`config.mk`:
```
export PLATFORM = sky130hd
export DESIGN_NAME = logic_cmd_unit_flat
export DESIGN_NICKNAME = d
export VERILOG_FILES = /design/src/rtl/logic_cmd_pkg.sv /design/src/rtl/logic_cmd_unit_if.sv /design/src/rtl/logic_op_bank.sv /design/src/rtl/logic_cmd_unit.sv /design/src/flat_wrapper.sv
export SDC_FILE = /design/constraint.sdc
export NUM_CORES = 1
export LEC_CHECK = 0
export BUFFER_PORTS_ARGS = -buffer_cell sky130_fd_sc_hd__buf_2
export CAP_MARGIN = 10
export CORE_ASPECT_RATIO = 1.2
export CORE_MARGIN = 1
export CORE_UTILIZATION = 29
export DETAILED_ROUTE_END_ITERATION = 8
export GPL_TIMING_DRIVEN = 0
export PLACE_DENSITY = 0.48
export SYNTH_ARGS = -nofsm -noshare
export SYNTH_HDL_FRONTEND = slang
export SYNTH_HIERARCHICAL = 1
export SYNTH_SLANG_ARGS = --single-unit
```
`constraint.sdc`:
```
create_clock -name clk -period 2.3 [get_ports clk]
set_clock_uncertainty 0.2 [all_clocks]
set_input_delay 0.46 -clock clk [delete_from_list [all_inputs] [get_ports clk]]
set_output_delay 0.46 -clock clk [all_outputs]
set_load 0.1 [all_outputs]
```
`src/rtl/logic_cmd_pkg.sv`:
```
// Shared constants and FSM encoding for the logic command front end.
package logic_cmd_pkg;
  localparam logic [7:0] OP_AND  = 8'h00;
  localparam logic [7:0] OP_NAND = 8'h01;
  localparam logic [7:0] OP_NOR  = 8'h02;
  localparam logic [7:0] OP_NOT  = 8'h03;
  localparam logic [7:0] OP_OR   = 8'h04;
  localparam logic [7:0] OP_XNOR = 8'h05;
  localparam logic [7:0] OP_XOR  = 8'h06;

  localparam logic [7:0] STAT_OK    = 8'h00;
  localparam logic [7:0] STAT_BADOP = 8'hEE;

  typedef enum logic [2:0] {IDLE, GET_P, GET_Q, EXEC, SEND} state_t;
endpackage

```
`src/rtl/logic_cmd_unit_if.sv`:
```
// Command/response byte streams between the middleware link and the unit.
interface logic_cmd_unit_if;
    logic       in_valid;
    logic [7:0] in_data;
    logic       in_ready;
    logic       out_valid;
    logic [7:0] out_data;
    logic       out_ready;

    modport master (output in_valid, in_data, out_ready,
                    input  in_ready, out_valid, out_data);
    modport slave  (input  in_valid, in_data, out_ready,
                    output in_ready, out_valid, out_data);
endinterface

```
`src/rtl/logic_op_bank.sv`:
```
// Combinational bitwise operator bank; unknown opcodes yield zero and bad_op.
module logic_op_bank
    import logic_cmd_pkg::*;
#(
    parameter int DATA_W = 32
) (
    input  logic [DATA_W-1:0] p,
    input  logic [DATA_W-1:0] q,
    input  logic [7:0]        opcode,
    output logic [DATA_W-1:0] result,
    output logic              bad_op
);
    always_comb begin
        result = '0;
        bad_op = 1'b0;
        case (opcode)
            OP_AND:  result = p & q;
            OP_NAND: result = ~(p & q);
            OP_NOR:  result = ~(p | q);
            OP_NOT:  result = ~q;
            OP_OR:   result = p | q;
            OP_XNOR: result = ~(p ^ q);
            OP_XOR:  result = p ^ q;
            default: bad_op = 1'b1;
        endcase
    end
endmodule

```
`src/rtl/logic_cmd_unit.sv`:
```
// Framed command receiver: opcode + P + Q bytes in, status + result bytes out.
module logic_cmd_unit
    import logic_cmd_pkg::*;
#(
    parameter int DATA_W         = 32,
    parameter int TIMEOUT_CYCLES = 1024
) (
    input  logic             clk,
    input  logic             rst_n,
    logic_cmd_unit_if.slave  bus,
    output logic             busy,
    output logic             err
);
    localparam int NB    = DATA_W / 8;
    localparam int CNT_W = $clog2(NB + 1) + 1;
    localparam int TO_W  = (TIMEOUT_CYCLES > 1) ? $clog2(TIMEOUT_CYCLES) + 1 : 1;
    localparam int OUT_W = (NB + 1) * 8;

    state_t              state, nextState;
    logic [CNT_W-1:0]    byteCnt;
    logic [TO_W-1:0]     idleCnt;
    logic                armed;
    logic [7:0]          opcode;
    logic [DATA_W-1:0]   pShift, qShift, bankResult;
    logic [OUT_W-1:0]    outShift;
    logic                bankBad, inGet, inFire, outFire, cntLast, timeoutHit;

    logic_op_bank #(.DATA_W(DATA_W)) opBank (
        .p(pShift), .q(qShift), .opcode(opcode), .result(bankResult), .bad_op(bankBad)
    );

    assign inGet   = (state == GET_P) || (state == GET_Q);
    assign inFire  = bus.in_valid && bus.in_ready;
    assign outFire = bus.out_valid && bus.out_ready;
    assign cntLast = (state == SEND) ? (byteCnt == CNT_W'(NB)) : (byteCnt == CNT_W'(NB - 1));
    // Fires on the last idle cycle so it can never collide with an accepted byte.
    assign timeoutHit = (TIMEOUT_CYCLES != 0) && inGet && !inFire &&
                        (idleCnt == TO_W'(TIMEOUT_CYCLES - 1));

    always_ff @(posedge clk or negedge rst_n) begin
        if (!rst_n) state <= IDLE;
        else        state <= nextState;
    end

    always_comb begin
        nextState = state;
        case (state)
            IDLE:    if (inFire) nextState = GET_P;
            GET_P:   if (timeoutHit) nextState = IDLE;
                     else if (inFire && cntLast) nextState = GET_Q;
            GET_Q:   if (timeoutHit) nextState = IDLE;
                     else if (inFire && cntLast) nextState = EXEC;
            EXEC:    nextState = SEND;
            SEND:    if (outFire && cntLast) nextState = IDLE;
            default: nextState = IDLE;
        endcase
    end

    always_comb begin
        bus.in_ready  = armed && (state == IDLE || inGet);
        bus.out_valid = (state == SEND);
        bus.out_data  = outShift[OUT_W-1 -: 8];
        busy          = (state != IDLE);
        err           = ((state == EXEC) && bankBad) || timeoutHit;
    end

    // Shifting zeros in means out_data drains back to 0x00 after the frame.
    always_ff @(posedge clk or negedge rst_n) begin
        if (!rst_n) begin
            armed    <= 1'b0;
            byteCnt  <= '0;
            idleCnt  <= '0;
            opcode   <= '0;
            pShift   <= '0;
            qShift   <= '0;
            outShift <= '0;
        end else begin
            armed <= 1'b1;
            if (state != nextState)
                byteCnt <= '0;
            else if ((inGet && inFire) || ((state == SEND) && outFire))
                byteCnt <= byteCnt + 1'b1;
            if (!inGet || inFire || (state != nextState)) idleCnt <= '0;
            else                                          idleCnt <= idleCnt + 1'b1;
            if ((state == IDLE) && inFire)  opcode <= bus.in_data;
            if ((state == GET_P) && inFire) pShift <= (pShift << 8) | DATA_W'(bus.in_data);
            if ((state == GET_Q) && inFire) qShift <= (qShift << 8) | DATA_W'(bus.in_data);
            if (state == EXEC)              outShift <= {(bankBad ? STAT_BADOP : STAT_OK), bankResult};
            else if ((state == SEND) && outFire) outShift <= outShift << 8;
        end
    end
endmodule

```
`src/flat_wrapper.sv`:
```
// flat-port wrapper written by rule: the top's interface ports become plain ports
module logic_cmd_unit_flat import logic_cmd_pkg::*;
#(
    parameter int DATA_W         = 32,
    parameter int TIMEOUT_CYCLES = 1024
)
  (clk, rst_n, busy, err, bus_in_valid, bus_in_data, bus_out_ready, bus_in_ready, bus_out_valid, bus_out_data);
  logic_cmd_unit_if bus_i ();
  input  logic clk;
  input  logic rst_n;
  output logic busy;
  output logic err;
  input wire logic [$bits(bus_i.in_valid)-1:0] bus_in_valid;
  input wire logic [$bits(bus_i.in_data)-1:0] bus_in_data;
  input wire logic [$bits(bus_i.out_ready)-1:0] bus_out_ready;
  output wire logic [$bits(bus_i.in_ready)-1:0] bus_in_ready;
  output wire logic [$bits(bus_i.out_valid)-1:0] bus_out_valid;
  output wire logic [$bits(bus_i.out_data)-1:0] bus_out_data;
  assign bus_i.in_valid = bus_in_valid;
  assign bus_i.in_data = bus_in_data;
  assign bus_i.out_ready = bus_out_ready;
  assign bus_in_ready = bus_i.in_ready;
  assign bus_out_valid = bus_i.out_valid;
  assign bus_out_data = bus_i.out_data;
  logic_cmd_unit #(.DATA_W(DATA_W), .TIMEOUT_CYCLES(TIMEOUT_CYCLES)) u_core (.clk(clk), .rst_n(rst_n), .bus(bus_i), .busy(busy), .err(err));
endmodule
```
==> metrics list <==
* Share of layout cells above drive strength 1: 0.2308
- Global route overflow: 0
- For this run, the number of Yosys warnings is 6.
- IR analysis of the VDD net gives a maximum drop of 538.6 uV.
- The first global-routing pass estimated 40590 microns of wire.
* Total number of vias: 7044
- Number of violations of the max-capacitance limit: 0
- The detailed router finished its first iteration with 427 violations.
- Result of the run: finished with violations
- Share of the clock period used by the worst path: 1.195
* Most frequent cells after synthesis: 173 x sky130_fd_sc_hd__nand2_1, 131 x sky130_fd_sc_hd__dfrtp_1, 73 x sky130_fd_sc_hd__inv_1
- Final cell count without fillers: 1421
- The cell family contributing the most delay on the critical path is simple AND/OR/NAND/NOR gates.
- By area the synthesized netlist is led by sky130_fd_sc_hd__dfrtp_1 38%, sky130_fd_sc_hd__ha_1 9.5%, sky130_fd_sc_hd__mux2_2 8.3%, sky130_fd_sc_hd__nand2_1 7.5%, sky130_fd_sc_hd__inv_1 3.2%.
* Number of clock sinks seen by CTS: 131
- Number of iterations in the first detailed-routing pass: 5
- Upper clock frequency limit: 363.9 MHz
- Nature of the critical path endpoint: output pin
* Library cell used as clock root buffer: sky130_fd_sc_hd__clkbuf_16
- The slowest stage of the critical path belongs to the cell sky130_fd_sc_hd__or4_4.
- Core occupancy in the finished layout: 0.3438
* Main combinational cell family by area after synthesis: simple AND/OR/NAND/NOR gates
* Clock latency at the later pin of the worst-skew pair: 0.43 ns
- Share of synthesized area occupied by flip-flops and latches: 0.3781
* Worst Min Path Start: bus_in_data[2]
- Setup repair after global routing missed its margin: true
* Flip-flop cell with the highest count after synthesis: sky130_fd_sc_hd__dfrtp_1
* Cell area after synthesis: 0.008671 sq mm
* Maximum root-to-sink buffer count: 2
* Reg2Reg Capture Point: u_core/outShift[27]$_DFFE_PN0P_
* Final Hold Slack: 0.06368 ns
- The hold violation total from the final report was 0.
- At the pin with the least slew margin, the transition time is 0.7162 ns.
- The path class of the tightest hold or removal check is in -> reg.
- For this design the static power due to leakage is 4.639 nW.
* Routed wirelength normalized by instance count: 17.91 microns
- After synthesis, the netlist uses 56 different library cells.
* Syn_nets: 1042
- Initial Util: 0.2937
* Minimum setup slack in the final design: -0.4481 ns
* Final Wtd Congestion: 0.8049
- Number of cells after detailed placement: 1378
* Cts bufs inserted: 17
- Time the final worst path needs with I/O delays and setup: 2.748 ns
- Path type of the worst setup path: reg -> out
- Across every metal layer, demand over resource in global routing totals 0.1745.
* Overall routed net length: 25450 microns
- Number of pins exceeding their max-slew limit in the final report: 0
* Endpoint arrival time on the critical path: 2.09 ns
- sky130_fd_sc_hd__nand2_1 is the most common cell in the netlist.
* Power per cell area: 1123 mW/mm^2
* Library cell with the largest summed area after synthesis: sky130_fd_sc_hd__dfrtp_1
- Data required time at the worst endpoint: 1.64 ns
- Initial antenna violation count: 0
* Total Neg Setup Slack: -0.4481 ns
- Register bit total from synthesis: 131
- Measured along the x axis, the die boundary spans 159.9 microns.
- End point of the most critical hold path: u_core/opcode[2]$_DFFE_PN0P_
- Fraction of the mapped netlist area in compound gates: 0.1315
* Worst hold path cell count: 2
* Number of vias per cell after detailed routing: 4.957
- Post-Synth Simple-Gate Area: 0.2012
* Switching share of power: 0.4293
- Antenna violation net count after detailed routing: 0
- Maximum cell stage delay along the critical path: 0.59 ns
- In this run the tightest slew margin relative to its limit is 0.5225.
* Share of synthesized flip-flops with an asynchronous set or reset: 1.000
* XOR/XNOR Fraction of Synth Area: 0.01313
- Compared with the post-synthesis result, the final layout area differs by 17.07%.
- Reg power frac: 0.315
- Length in cells of the worst reg-to-reg path: 9
- TritonCTS built the clock tree.
- Of the total synthesized cell area, the portion taken by full adders, half adders and majority gates is 0.09524.
- The core region is 0.02953 sq mm.
- Synthesis produced a netlist whose cell count is 964.
- Worst r2r src: u_core/opcode[6]$_DFFE_PN0P_
* Type of element launching the critical path: flop
- The H-tree was split into 4 levels.
- Number of buffers inserted by port buffering: 23
- Violations in the final reports: negative setup slack
* # setup viols final: 1
* Share of synthesized area spent on multiplexers: 0.1020
- A synthesized cell averages 8.995 sq um.
- After detailed routing, the number of remaining DRC violations is 0.
* Part of the total power dissipated in the clock network: 0.233
- The number of antenna diodes in the final layout is 0.
- At the end of the flow, the number of nets in the layout was 1097.
- Total die area: 0.03060 sq mm
- Std cell rows: 69
* Vias in the first global route: 7008
- R2r setup slk: 0.08 ns
* Cell breakdown of the critical path: or4_4, nor2_4, buf_6, nand2_4, a21o_4, buf_12
* Pin count of the biggest net entering global routing: 73
* Fraction of post-synthesis cell area in the top cell type by area: 0.3781
* CP Buf/Inv Count: 2
- The share of total power dissipated in combinational logic is 0.452.
- EDFF count, synth: 0
* Height of the die: 191.4 microns
- Number of ports placed on the die boundary: 24
* CTS clock-pin slew for the worst setup and hold paths: 0.06 ns
- The internal portion of the total power is 0.006504 W.
- Of all nets on the critical path, the largest fanout is 3.
- Switching power of the nets: 0.004893 W
- Summed over all nets, the half-perimeter wirelength after detailed placement is 17970 microns.
[worst max-delay path by stage]
stage / depth (start not counted) / start / endpoint
6_report: 6 / u_core/opcode[4]$_DFFE_PN0P_ / err
5_1_grt: 6 / u_core/opcode[4]$_DFFE_PN0P_ / err
4_1_cts: 6 / u_core/opcode[6]$_DFFE_PN0P_ / err
3_5_place_dp: 7 / u_core/opcode[1]$_DFFE_PN0P_ / err
3_3_place_gp: 1 / rst_n / u_core/qShift[5]$_DFFE_PN0P_
2_1_floorplan: 7 / u_core/state[0]$_DFF_PN0_ / u_core/idleCnt[5]$_DFF_PN0_
[through the flow]
step	setup WS, ns	cell area (sq um)	total power, W
after floorplan	-0.3923	8705	0.007048
after detailed placement	-0.4441	9341	0.008527
after CTS	-0.4881	10010	0.01130
after global routing	-0.4953	10150	0.01216
after global placement	-1.471	9308	0.008465
final	-0.4481	10150	0.01140
[layer usage]
layer / track usage / share of wire / vias to the layer above / wire length, microns
met5: 0 / 0 / - / 0
met2: 0.3023 / 0.49 / 146 / 12490
met1: 0.2194 / 0.45 / 3474 / 11510
met3: 0.02951 / 0.037 / 28 / 942
met4: 0.05788 / 0.020 / 0 / 504
li1: - / - / 3396 / -
[cell type report]
class	count	area, sq um
tap	390	488.0
sequential	131	3279
clock inverter	7	73.82
buffer	71	491.7
multi-input combinational	689	4762
inverter	73	274.0
timing repair buffer	36	280.3
fill	3091	19370
clock buffer	24	501.7
[timing repair]
item                       4_1_cts  5_1_grt
hold endpoints to repair        71        0
setup buffers                    4        7
pin swaps                        2        6
hold buffers                     1        0
resized for setup               14       34
setup endpoints to repair       64       75
[sequential cells by signal, indices dropped and copies added (netlist names)]
register,count
u_core/pShift,32
u_core/qShift,32
u_core/opcode,8
u_core/armed,1
u_core/outShift,40
u_core/idleCnt,11
u_core/byteCnt,4
u_core/state,3
[power groups by stage]
stage	Combinational (W)	Clock, W	Sequential (W)
floorplan	0.00369	0	0.00336
global placement	0.00485	0	0.00362
detailed placement	0.00491	0	0.00362
CTS	0.00500	0.00273	0.00358
global route	0.00565	0.00282	0.00369
finish	0.00515	0.00266	0.00359
[cell families (layout without fill, tap and decap cells)]
kind of cell               Yosys count  count (layout)
AOI/OAI and AO/OA                  174             174
xor gates and xnor gates            13              13
adders and majority gates           66              66
buffers and inverters              144             211
DFF                                131             131
muxes                               79              79
other                                1               1
and+or+nand+nor                    356             356
[cells in the final DEF (no fill, tap or decap), types with 30 or more instances in the layout]
master / count
sky130_fd_sc_hd__nand3_1: 42
sky130_fd_sc_hd__a31oi_1: 33
sky130_fd_sc_hd__a21oi_1: 36
sky130_fd_sc_hd__nor2_1: 43
sky130_fd_sc_hd__mux2_2: 64
sky130_fd_sc_hd__ha_1: 66
sky130_fd_sc_hd__buf_2: 30
sky130_fd_sc_hd__inv_1: 73
sky130_fd_sc_hd__dfrtp_1: 130
sky130_fd_sc_hd__nand2_1: 172
No activity file was read; power rests on OpenSTA's default activity.
